File: config.mk
export PLATFORM = sky130hd
export DESIGN_NAME = ic_signal_fsm
export DESIGN_NICKNAME = d
export VERILOG_FILES = /design/src/rtl/ic_signal_fsm.sv
export SDC_FILE = /design/constraint.sdc
export NUM_CORES = 1
export LEC_CHECK = 0
export ABC_CLOCK_PERIOD_IN_PS = 2900
export CAP_MARGIN = 30
export CORE_MARGIN = 2
export CORE_UTILIZATION = 49
export DETAILED_ROUTE_END_ITERATION = 12
export GPL_TIMING_DRIVEN = 0
export PLACE_DENSITY = 0.83
export SLEW_MARGIN = 20
export SYNTH_ARGS = -nofsm -noshare
export SYNTH_HDL_FRONTEND = slang
export SYNTH_SLANG_ARGS = --single-unit
export TNS_END_PERCENT = 1
File: constraint.sdc
create_clock -name clk -period 2.9 [get_ports clk]
set_input_delay 0.58 -clock clk [delete_from_list [all_inputs] [get_ports clk]]
set_output_delay 0.58 -clock clk [all_outputs]
set_load 0.005 [all_outputs]
File: src/rtl/ic_signal_fsm.sv
// ic_signal_fsm: Ichimoku-cloud trade signal generator.
// Takes one sample per valid/ready handshake. Stage 1 registers the float
// comparisons. Stage 2 classifies the sample, filters the class through a
// confirmation run counter and steps a FLAT/LONG/COOL position machine.
// The result is one registered trade action per sample, with backpressure.
module ic_signal_fsm #(
  parameter int unsigned WIDTH    = 32,
  parameter int unsigned EXP_W    = 8,
  parameter int unsigned CONFIRM  = 3,
  parameter int unsigned COOLDOWN = 8
) (
  input  logic             clk,
  input  logic             rst,
  input  logic             in_valid,
  output logic             in_ready,
  input  logic [WIDTH-1:0] PRICE,
  input  logic [WIDTH-1:0] SSA,
  input  logic [WIDTH-1:0] SSB,
  input  logic [WIDTH-1:0] KS,
  input  logic [WIDTH-1:0] TS,
  output logic             sig_valid,
  input  logic             out_ready,
  output logic             act_buy,
  output logic             act_hold,
  output logic [1:0]       position,
  output logic [15:0]      trade_count
);

  localparam int unsigned MAN_W  = WIDTH - 1 - EXP_W;
  localparam int unsigned RUN_W  = $clog2(CONFIRM + 1);
  localparam int unsigned COOL_W = (COOLDOWN > 0) ? $clog2(COOLDOWN + 1) : 1;

  // Comparator result bit positions
  localparam int unsigned C_SSA_P   = 0;
  localparam int unsigned C_SSB_P   = 1;
  localparam int unsigned C_SSB_SSA = 2;
  localparam int unsigned C_KS_P    = 3;
  localparam int unsigned C_KS_TS   = 4;
  localparam int unsigned C_SSA_SSB = 5;
  localparam int unsigned C_P_KS    = 6;
  localparam int unsigned C_TS_KS   = 7;
  localparam int unsigned N_CMP     = 8;

  // Position states (also the encoding driven on the position port)
  localparam logic [1:0] ST_FLAT = 2'd0;
  localparam logic [1:0] ST_LONG = 2'd1;
  localparam logic [1:0] ST_COOL = 2'd2;

  // Raw sample classes
  localparam logic [1:0] CLS_HOLD = 2'd0;
  localparam logic [1:0] CLS_BUY  = 2'd1;
  localparam logic [1:0] CLS_SELL = 2'd2;

  // Strict IEEE a > b: NaN operands never compare, and signed zeros are equal.
  function automatic logic fgt(input logic [WIDTH-1:0] a, input logic [WIDTH-1:0] b);
    logic             a_nan;
    logic             b_nan;
    logic [WIDTH-2:0] a_mag;
    logic [WIDTH-2:0] b_mag;
    logic             res;
    a_mag = a[WIDTH-2:0];
    b_mag = b[WIDTH-2:0];
    a_nan = (&a[WIDTH-2 -: EXP_W]) && (|a[MAN_W-1:0]);
    b_nan = (&b[WIDTH-2 -: EXP_W]) && (|b[MAN_W-1:0]);
    if (a_nan || b_nan) begin
      res = 1'b0;
    end else if ((a_mag == '0) && (b_mag == '0)) begin
      res = 1'b0;
    end else if (a[WIDTH-1] != b[WIDTH-1]) begin
      res = !a[WIDTH-1];
    end else if (!a[WIDTH-1]) begin
      res = a_mag > b_mag;
    end else begin
      res = a_mag < b_mag;
    end
    return res;
  endfunction

  logic             advance_c;
  logic [N_CMP-1:0] cmp_c;
  logic             s1_valid;
  logic [N_CMP-1:0] s1_cmp;

  logic             sell_c;
  logic             buy_c;
  logic [1:0]       raw_cls_c;
  logic [RUN_W-1:0] run_cnt;
  logic [RUN_W-1:0] run_nxt_c;
  logic             confirmed_c;
  logic [1:0]       prev_cls;

  logic [COOL_W-1:0] cool_cnt;
  logic [COOL_W-1:0] cool_inc_c;
  logic [COOL_W-1:0] cool_nxt_c;
  logic [1:0]        state_nxt_c;
  logic              buy_nxt_c;
  logic              hold_nxt_c;
  logic [15:0]       tc_nxt_c;

  // Both stages move together; a held result freezes the whole pipe
  assign advance_c = !sig_valid || out_ready;
  assign in_ready  = advance_c;

  // Stage-1 comparator bank on the incoming operands
  always_comb begin
    cmp_c            = '0;
    cmp_c[C_SSA_P]   = fgt(SSA, PRICE);
    cmp_c[C_SSB_P]   = fgt(SSB, PRICE);
    cmp_c[C_SSB_SSA] = fgt(SSB, SSA);
    cmp_c[C_KS_P]    = fgt(KS, PRICE);
    cmp_c[C_KS_TS]   = fgt(KS, TS);
    cmp_c[C_SSA_SSB] = fgt(SSA, SSB);
    cmp_c[C_P_KS]    = fgt(PRICE, KS);
    cmp_c[C_TS_KS]   = fgt(TS, KS);
  end

  // Stage-1 register: comparator results plus occupancy
  always_ff @(posedge clk) begin
    if (rst) begin
      s1_valid <= 1'b0;
      s1_cmp   <= '0;
    end else if (advance_c) begin
      s1_valid <= in_valid;
      s1_cmp   <= cmp_c;
    end
  end

  // Raw cloud class (sell wins) and confirmation run update
  always_comb begin
    sell_c = (s1_cmp[C_SSA_P] && s1_cmp[C_SSB_P]) || s1_cmp[C_SSB_SSA] ||
             s1_cmp[C_KS_P] || s1_cmp[C_KS_TS];
    buy_c  = !(s1_cmp[C_SSA_P] || s1_cmp[C_SSB_P]) || s1_cmp[C_SSA_SSB] ||
             s1_cmp[C_P_KS] || s1_cmp[C_TS_KS];
    raw_cls_c = CLS_HOLD;
    if (sell_c) begin
      raw_cls_c = CLS_SELL;
    end else if (buy_c) begin
      raw_cls_c = CLS_BUY;
    end
    run_nxt_c = RUN_W'(1);
    if (raw_cls_c == prev_cls) begin
      run_nxt_c = (run_cnt == RUN_W'(CONFIRM)) ? run_cnt : run_cnt + RUN_W'(1);
    end
    confirmed_c = (run_nxt_c == RUN_W'(CONFIRM));
  end

  // Position next-state and action decode
  always_comb begin
    state_nxt_c = position;
    cool_nxt_c  = cool_cnt;
    cool_inc_c  = cool_cnt + COOL_W'(1);
    buy_nxt_c   = 1'b0;
    hold_nxt_c  = 1'b1;
    tc_nxt_c    = trade_count;
    case (position)
      ST_FLAT: begin
        if (confirmed_c && (raw_cls_c == CLS_BUY)) begin
          state_nxt_c = ST_LONG;
          buy_nxt_c   = 1'b1;
          hold_nxt_c  = 1'b0;
          tc_nxt_c    = trade_count + 16'd1;
        end
      end
      ST_LONG: begin
        if (confirmed_c && (raw_cls_c == CLS_SELL)) begin
          state_nxt_c = (COOLDOWN == 0) ? ST_FLAT : ST_COOL;
          cool_nxt_c  = '0;
          hold_nxt_c  = 1'b0;
          tc_nxt_c    = trade_count + 16'd1;
        end
      end
      ST_COOL: begin
        if (cool_inc_c == COOL_W'(COOLDOWN)) begin
          state_nxt_c = ST_FLAT;
          cool_nxt_c  = '0;
        end else begin
          cool_nxt_c  = cool_inc_c;
        end
      end
      default: begin
        state_nxt_c = ST_FLAT;
        cool_nxt_c  = '0;
      end
    endcase
  end

  // Position state register; bubbles leave it untouched
  always_ff @(posedge clk) begin
    if (rst) begin
      position <= ST_FLAT;
      cool_cnt <= '0;
    end else if (advance_c && s1_valid) begin
      position <= state_nxt_c;
      cool_cnt <= cool_nxt_c;
    end
  end

  // Stage-2 result, confirmation history and trade counter
  always_ff @(posedge clk) begin
    if (rst) begin
      sig_valid   <= 1'b0;
      act_buy     <= 1'b0;
      act_hold    <= 1'b1;
      trade_count <= '0;
      run_cnt     <= '0;
      prev_cls    <= CLS_HOLD;
    end else if (advance_c) begin
      sig_valid <= s1_valid;
      if (s1_valid) begin
        act_buy     <= buy_nxt_c;
        act_hold    <= hold_nxt_c;
        trade_count <= tc_nxt_c;
        run_cnt     <= run_nxt_c;
        prev_cls    <= raw_cls_c;
      end
    end
  end

endmodule

==> impl_metrics.ini, run 1 <==
[placement]
finalWeightedCongestion = 0.9433
io_buffers = 184
dpl.hpwl_um = 16640
dpl_cell_area_sq_mm = 0.008015
place_ws_ps = -422.8

[synthesis]
ys_seq_area_share_pct = 12.70
synthTopCellsByArea = ha_1 33%, dfxtp_1 13%, inv_1 6.6%
yosysWarningCount = 0
synth_top_family_by_area = adder cells
ys_ff_latch = 38
synth_simple_gate_area_share_pct = 25.95
synth.top_cell.area_share_pct = 33.01
synthXorXnorAreaFrac_pct = 2.193
muxShareOfSynthArea_pct = 0.1671
synth-compound-area-share_pct = 18.91
synth_fa_ha_area_share_pct = 33.01
netlist_area_sq_mm = 0.005989
avgSynthCellArea_sq_um = 7.487
ys_types = 61
syn_inst = 800
ys_async_sr_fraction_pct = 0
syn_nets = 1122
synth_ff_type = dfxtp_1
yosys.area.top_type = ha_1
synth-edff-count = 0

[setup_path]
arrival_ps = 3040
critPathMaxStageDelay_ps = 540
critPathSlowestCell = clkdlybuf4s50_1
critical_path_class = input port to flip-flop
cp_max_fo = 4
crit_chain = clkdlybuf4s50_1, ha_1, a21o_1, a221oi_1, o21ai_0, a221o_1, a211o_1, nor2b_1, o31ai_1
start_kind = input port
cp-end-kind = flip-flop
crit_cells = 9
ff2ff_path_depth = 8
cp_num_buf_inv = 1
worst_ep_required_time_ps = 3100
crit_family = compound AO/OA/AOI/OAI gates

[clock_network]
htree_num_levels = 2
clk_pin_slew_ps = 60
cts_num_sinks = 38
cts_inserted_buffers = 5
tritoncts = done
cts_buffer_depth = 2
clk_latency_ps = 280
holdBufCountCts = 0
cts_root_buf = clkbuf_16
postCtsSetupBuffers = 0

[floorplanning]
core_sq_mm = 0.01196
die_x_um = 114.6
num_rows = 40
die_h_um = 114.6
initial_core_util_pct = 50.07
dieArea_sq_mm = 0.01312
ios = 186

[layout]
mostFrequentLayoutCells = 181 x clkdlybuf4s50_1, 157 x ha_1, 105 x inv_1, 71 x a21oi_1, 70 x nand2_1
layout_commonest_cell = clkdlybuf4s50_1
postLayoutCoreUtil_pct = 69.10
final_layout_size_suffix_gt1_share_pct = 3.226
fillers = 1019
stdcell_area_sq_mm = 0.008265
nets = 1313
antenna_cells = 0
area_delta_synth_final_pct = 38.00

[hold_path]
min_path_type = flip-flop to flip-flop
hold_depth = 2

[route]
first_pass_iters = 5
route.detailed.drc = 0
ant_nets = 0
drtIter0Drc = 439
vias = 6685
wire_per_inst_um = 16.67
totalWireLength_um = 18990
vias_per_cell = 5.869

[global_routing]
track_usage_pct = 28.37
grt_overflow_total = 0
antenna_found_initial = 0
grt_max_degree = 12
grt_pass1_wl_um = 30020
grt_pass1_vias = 6375

[sta]
hold_ws_ps = 465.2
post-route-period-util_pct = 97.93
slew_headroom_pct = 57.00
rsz0062_at_grt = no
fmax_mhz = 352.1
layout_min_cycle_time_ps = 2840
max_slew.worst_pin.slew_ps = 638.3
layout_setup_ws_ps = 59.98
hold_viol_final = 0
clock_skew_ps = 5.432
setup_viol = 0
drv_slew = 0

[power_and_ir_drop]
p_leak_nw = 3.615
p_per_area_mw_per_mm2 = 245.4
power_mw = 2.028
ir_drop_uv = 206.8

[flow_run]
drv_cap = 0

[run_status]
status = finished, final reports clean
[state kept, by name, indices dropped and copies added, names as in the netlist]
register / flops
trade_count: 16
sig_valid: 1
position: 2
run_cnt: 2
act_buy: 1
prev_cls: 2
cool_cnt: 4
s1_cmp: 8
act_hold: 1
s1_valid: 1
[where the power goes]
| part | switching, mW | internal [mW] |
|---|---|---|
| Combinational | 0.461 | 0.463 |
| Clock | 0.206 | 0.341 |
| Sequential | 0.0190 | 0.540 |
| Total | 0.685 | 1.34 |
[metal layers]
metal  share of wire, %  vias up  GRT usage (%)
met5                  0        -              0
met4                2.2        0          7.886
met3                6.1       40          3.706
met2                 48      245          51.05
met1                 44     3050          35.28
li1                   -     3350              -
[per-stage QoR]
| step | setup TNS [ps] | instances |
|---|---|---|
| 2_1_floorplan | 0 | 800 |
| 3_3_place_gp | -2005 | 1131 |
| 3_5_place_dp | -2133 | 1131 |
| 4_1_cts | -14.93 | 1139 |
| 5_1_grt | 0 | 1139 |
| 6_report | 0 | 1139 |
[layout make-up]
| cell class | instances | area [sq um] | area share, % |
|---|---|---|---|
| buffer | 6 | 30.03 | 0.3633 |
| clock buffer | 7 | 142.6 | 1.726 |
| clock inverter | 1 | 5.005 | 0.06055 |
| inverter | 105 | 394.1 | 4.768 |
| multi-input combinational | 651 | 4900 | 59.28 |
| sequential | 38 | 760.7 | 9.204 |
| tap | 147 | 183.9 | 2.225 |
| timing repair buffer | 184 | 1849 | 22.37 |
[cells by family after synthesis]
group           count (synthesis)
compound gates                177
xor+xnor                       15
fa+ha+maj                     158
buf+inv                       111
flops                          38
mux                             1
simple gates                  300
[worst paths after layout]
path,slack [ps],end,startpoint
setup / recovery,60,s1_cmp[3],PRICE[10]
hold / removal,470,act_buy,act_buy
setup reg to reg,220,trade_count[9],s1_cmp[0]
hold reg to reg,470,act_buy,act_buy
[what timing repair did]
item                       4_1_cts  5_1_grt
pin swaps                        0        5
gates resized for setup          3       18
hold endpoints to repair         0        0
setup endpoints to repair        4       10
[cell usage after synthesis (2+ instances only)]
library cell and number:
a2111o_1 2, a2111oi_0 2, a211oi_1 12, a21boi_0 3, a21o_1 6, a21oi_1 71
a221o_1 2, a221oi_1 4, a22oi_1 2, a2bb2oi_1 2, a31oi_1 2, and2_1 5
and3_1 2, and4_1 3, clkbuf_1 5, dfxtp_1 38, ha_1 158, inv_1 105
nand2_1 70, nand3_1 23, nand3b_1 9, nand4_1 44, nor2_1 60, nor2b_1 4
nor3_1 21, nor4_1 42, o211a_1 2, o211ai_1 2, o21a_1 5, o21ai_0 34
o21bai_1 5, o31a_1 2, o31ai_1 5, o41ai_1 3, or3_1 4, or4_1 3
xnor2_1 12, xor2_1 3
[worst reg2reg max path, cell delays in order, from the launching register on]
cell and delay [ps]:
dfxtp_1 370, a2111oi_4 550, o21ai_2 120, or3_1 400, a2111o_1 500, buf_6 170
nor3_1 230, xnor2_1 150, nor2_1 50
No activity file was read; power rests on OpenSTA's default activity.
==> inputs of run 2 (changes only) <==
ABC_CLOCK_PERIOD_IN_PS = 2750   (was 2900)
SKIP_CTS_REPAIR_TIMING = 1   (was default)
clock period = 2.75 ns   (was 2.9 ns; I/O delays follow)
==> run 2 against run 1 <==
Against the previous run: die area stayed put; via count increased by 0.54%; sequential power up 5.4%; highest routed layer unchanged; critical endpoint unchanged; worst hold slack better by 1.4 ps; critical path type unchanged; largest power group unchanged; first-iteration DRC count is 1.4% higher; clock skew hardly changed.
==> impl_metrics.ini, run 2 (synthesis results as in run 1) <==
[setup_path]
critPathMaxStageDelay_ps = 510
worst_ep_required_time_ps = 2950
critPathSlowestCell = clkdlybuf4s50_1
cp-end-kind = flip-flop
critical_path_class = input port to flip-flop
timing.rr.start = s1_cmp[1]
arrival_ps = 2910
crit_chain = clkdlybuf4s50_1, ha_1, a21o_1, a221oi_2, o21ai_1, a221o_1, a211o_1, nor2b_1, o31ai_1
cp-startpoint = PRICE[8]
cp_max_fo = 4
start_kind = input port

[run_status]
status = finished, final reports clean

[clock_network]
htree_num_levels = 2
cts_num_sinks = 38
cts_root_buf = clkbuf_16
cts_inserted_buffers = 5
clk_pin_slew_ps = 50
cts_buffer_depth = 2
tritoncts = done
clk_latency_ps = 290

[global_routing]
grt_pass1_wl_um = 29950
grt_pass1_vias = 6373
antenna_found_initial = 0
track_usage_pct = 28.31
grt_overflow_total = 0
grt_max_degree = 12

[route]
vias_per_cell = 5.901
drtIter0Drc = 445
ant_nets = 0
wire_per_inst_um = 16.88
totalWireLength_um = 19220
first_pass_iters = 4
route.detailed.drc = 0
vias = 6721

[floorplanning]
die_h_um = 114.6
num_rows = 40
die_x_um = 114.6
initial_core_util_pct = 50.07
ios = 186
core_sq_mm = 0.01196
dieArea_sq_mm = 0.01312

[placement]
finalWeightedCongestion = 0.9433
place_ws_ps = -542.8
dp.cells = 1131
dpl.hpwl_um = 16640
io_buffers = 184

[sta]
rsz0062_at_grt = yes
layout_min_cycle_time_ps = 2713
hold_viol_final = 0
fmax_mhz = 368.6
setup_viol = 0
layout_setup_ws_ps = 37.33
post-route-period-util_pct = 98.64
clock_skew_ps = 5.293
drv_slew = 0
slew_headroom_pct = 57.32
max_slew.worst_pin.slew_ps = 633.5

[layout]
stdcell_count = 1139
final_layout_size_suffix_gt1_share_pct = 4.335
top_register = trade_count
largest_reg_flops = 16
layout_commonest_cell = clkdlybuf4s50_1
antenna_cells = 0
nets = 1313
mostFrequentLayoutCells = 170 x clkdlybuf4s50_1, 156 x ha_1, 103 x inv_1, 70 x nand2_1, 70 x a21oi_1
largest_registers = trade_count (16), s1_cmp (8), cool_cnt (4)
area_delta_synth_final_pct = 39.40

[flow_run]
drv_cap = 0

[hold_path]
min_from = s1_cmp[6]
min_path_type = flip-flop to flip-flop

[power_and_ir_drop]
p_per_area_mw_per_mm2 = 257.8
p_leak_nw = 3.717
ir_drop_uv = 217.6
power_mw = 2.153
[run 2: cell count changes in the layout (fill, tap and decap cells not counted), moves of 4 or more]
| cell | previous run | this run |
|---|---|---|
| dlymetal6s2s_1 | 3 | 14 |
| clkdlybuf4s50_1 | 181 | 170 |
| nor3_1 | 20 | 16 |
| nor3_2 | 2 | 6 |
[run 2: final timing paths]
check,slack [ps],endpoint,cells after the start
worst max register to register,140,trade_count[10],8
worst min-delay path,470,s1_cmp[6],2
worst max-delay path,40,s1_cmp[3],9
worst min register to register,470,s1_cmp[6],2
[run 2: cell type report]
cell class,instances,area (sq um)
Sequential cell,38,760.7
Multi-Input combinational cell,651,4956
Clock buffer,7,142.6
Fill cell,1009,3612
Clock inverter,1,5.005
Timing Repair Buffer,184,1877
Tap cell,147,183.9
Buffer,6,30.03
Inverter,105,394.1
[run 2: stage by stage]
| step | hold slack [ps] | instance area (sq um) | util, % | setup TNS, ps |
|---|---|---|---|---|
| finish | 466.6 | 8349 | 69.80 | 0 |
| global placement | 431.8 | 8015 | 67.01 | -3166 |
| detailed placement | 456.6 | 8015 | 67.01 | -3638 |
| CTS | 464.3 | 8163 | 68.24 | -901.3 |
| floorplan | 413.1 | 5989 | - | 0 |
| global route | 500.3 | 8349 | 69.80 | -267.4 |
[run 2: per-layer routing]
metal / part of all wire [%] / routed length (um) / global-route usage (%) / vias up
li1: - / - / - / 3355
met1: 43 / 8247 / 35.12 / 3091
met2: 48 / 9318 / 51.05 / 239
met3: 6.5 / 1257 / 3.706 / 36
met4: 2.1 / 401 / 7.886 / 0
met5: 0 / 0 / 0 / -
[run 2: worst max-delay path, delay by kind of cell]
kind / cells / cell delay [ps]
AO/OA/AOI/OAI: 6 / 1340
buffers and inverters: 1 / 510
adder cells (fa/ha/maj): 1 / 360
AND/OR/NAND/NOR: 1 / 150
[run 2: report_power, final]
group / internal [mW] / switching (mW)
sequential: 0.569 / 0.0199
clock: 0.359 / 0.220
combinational: 0.491 / 0.494
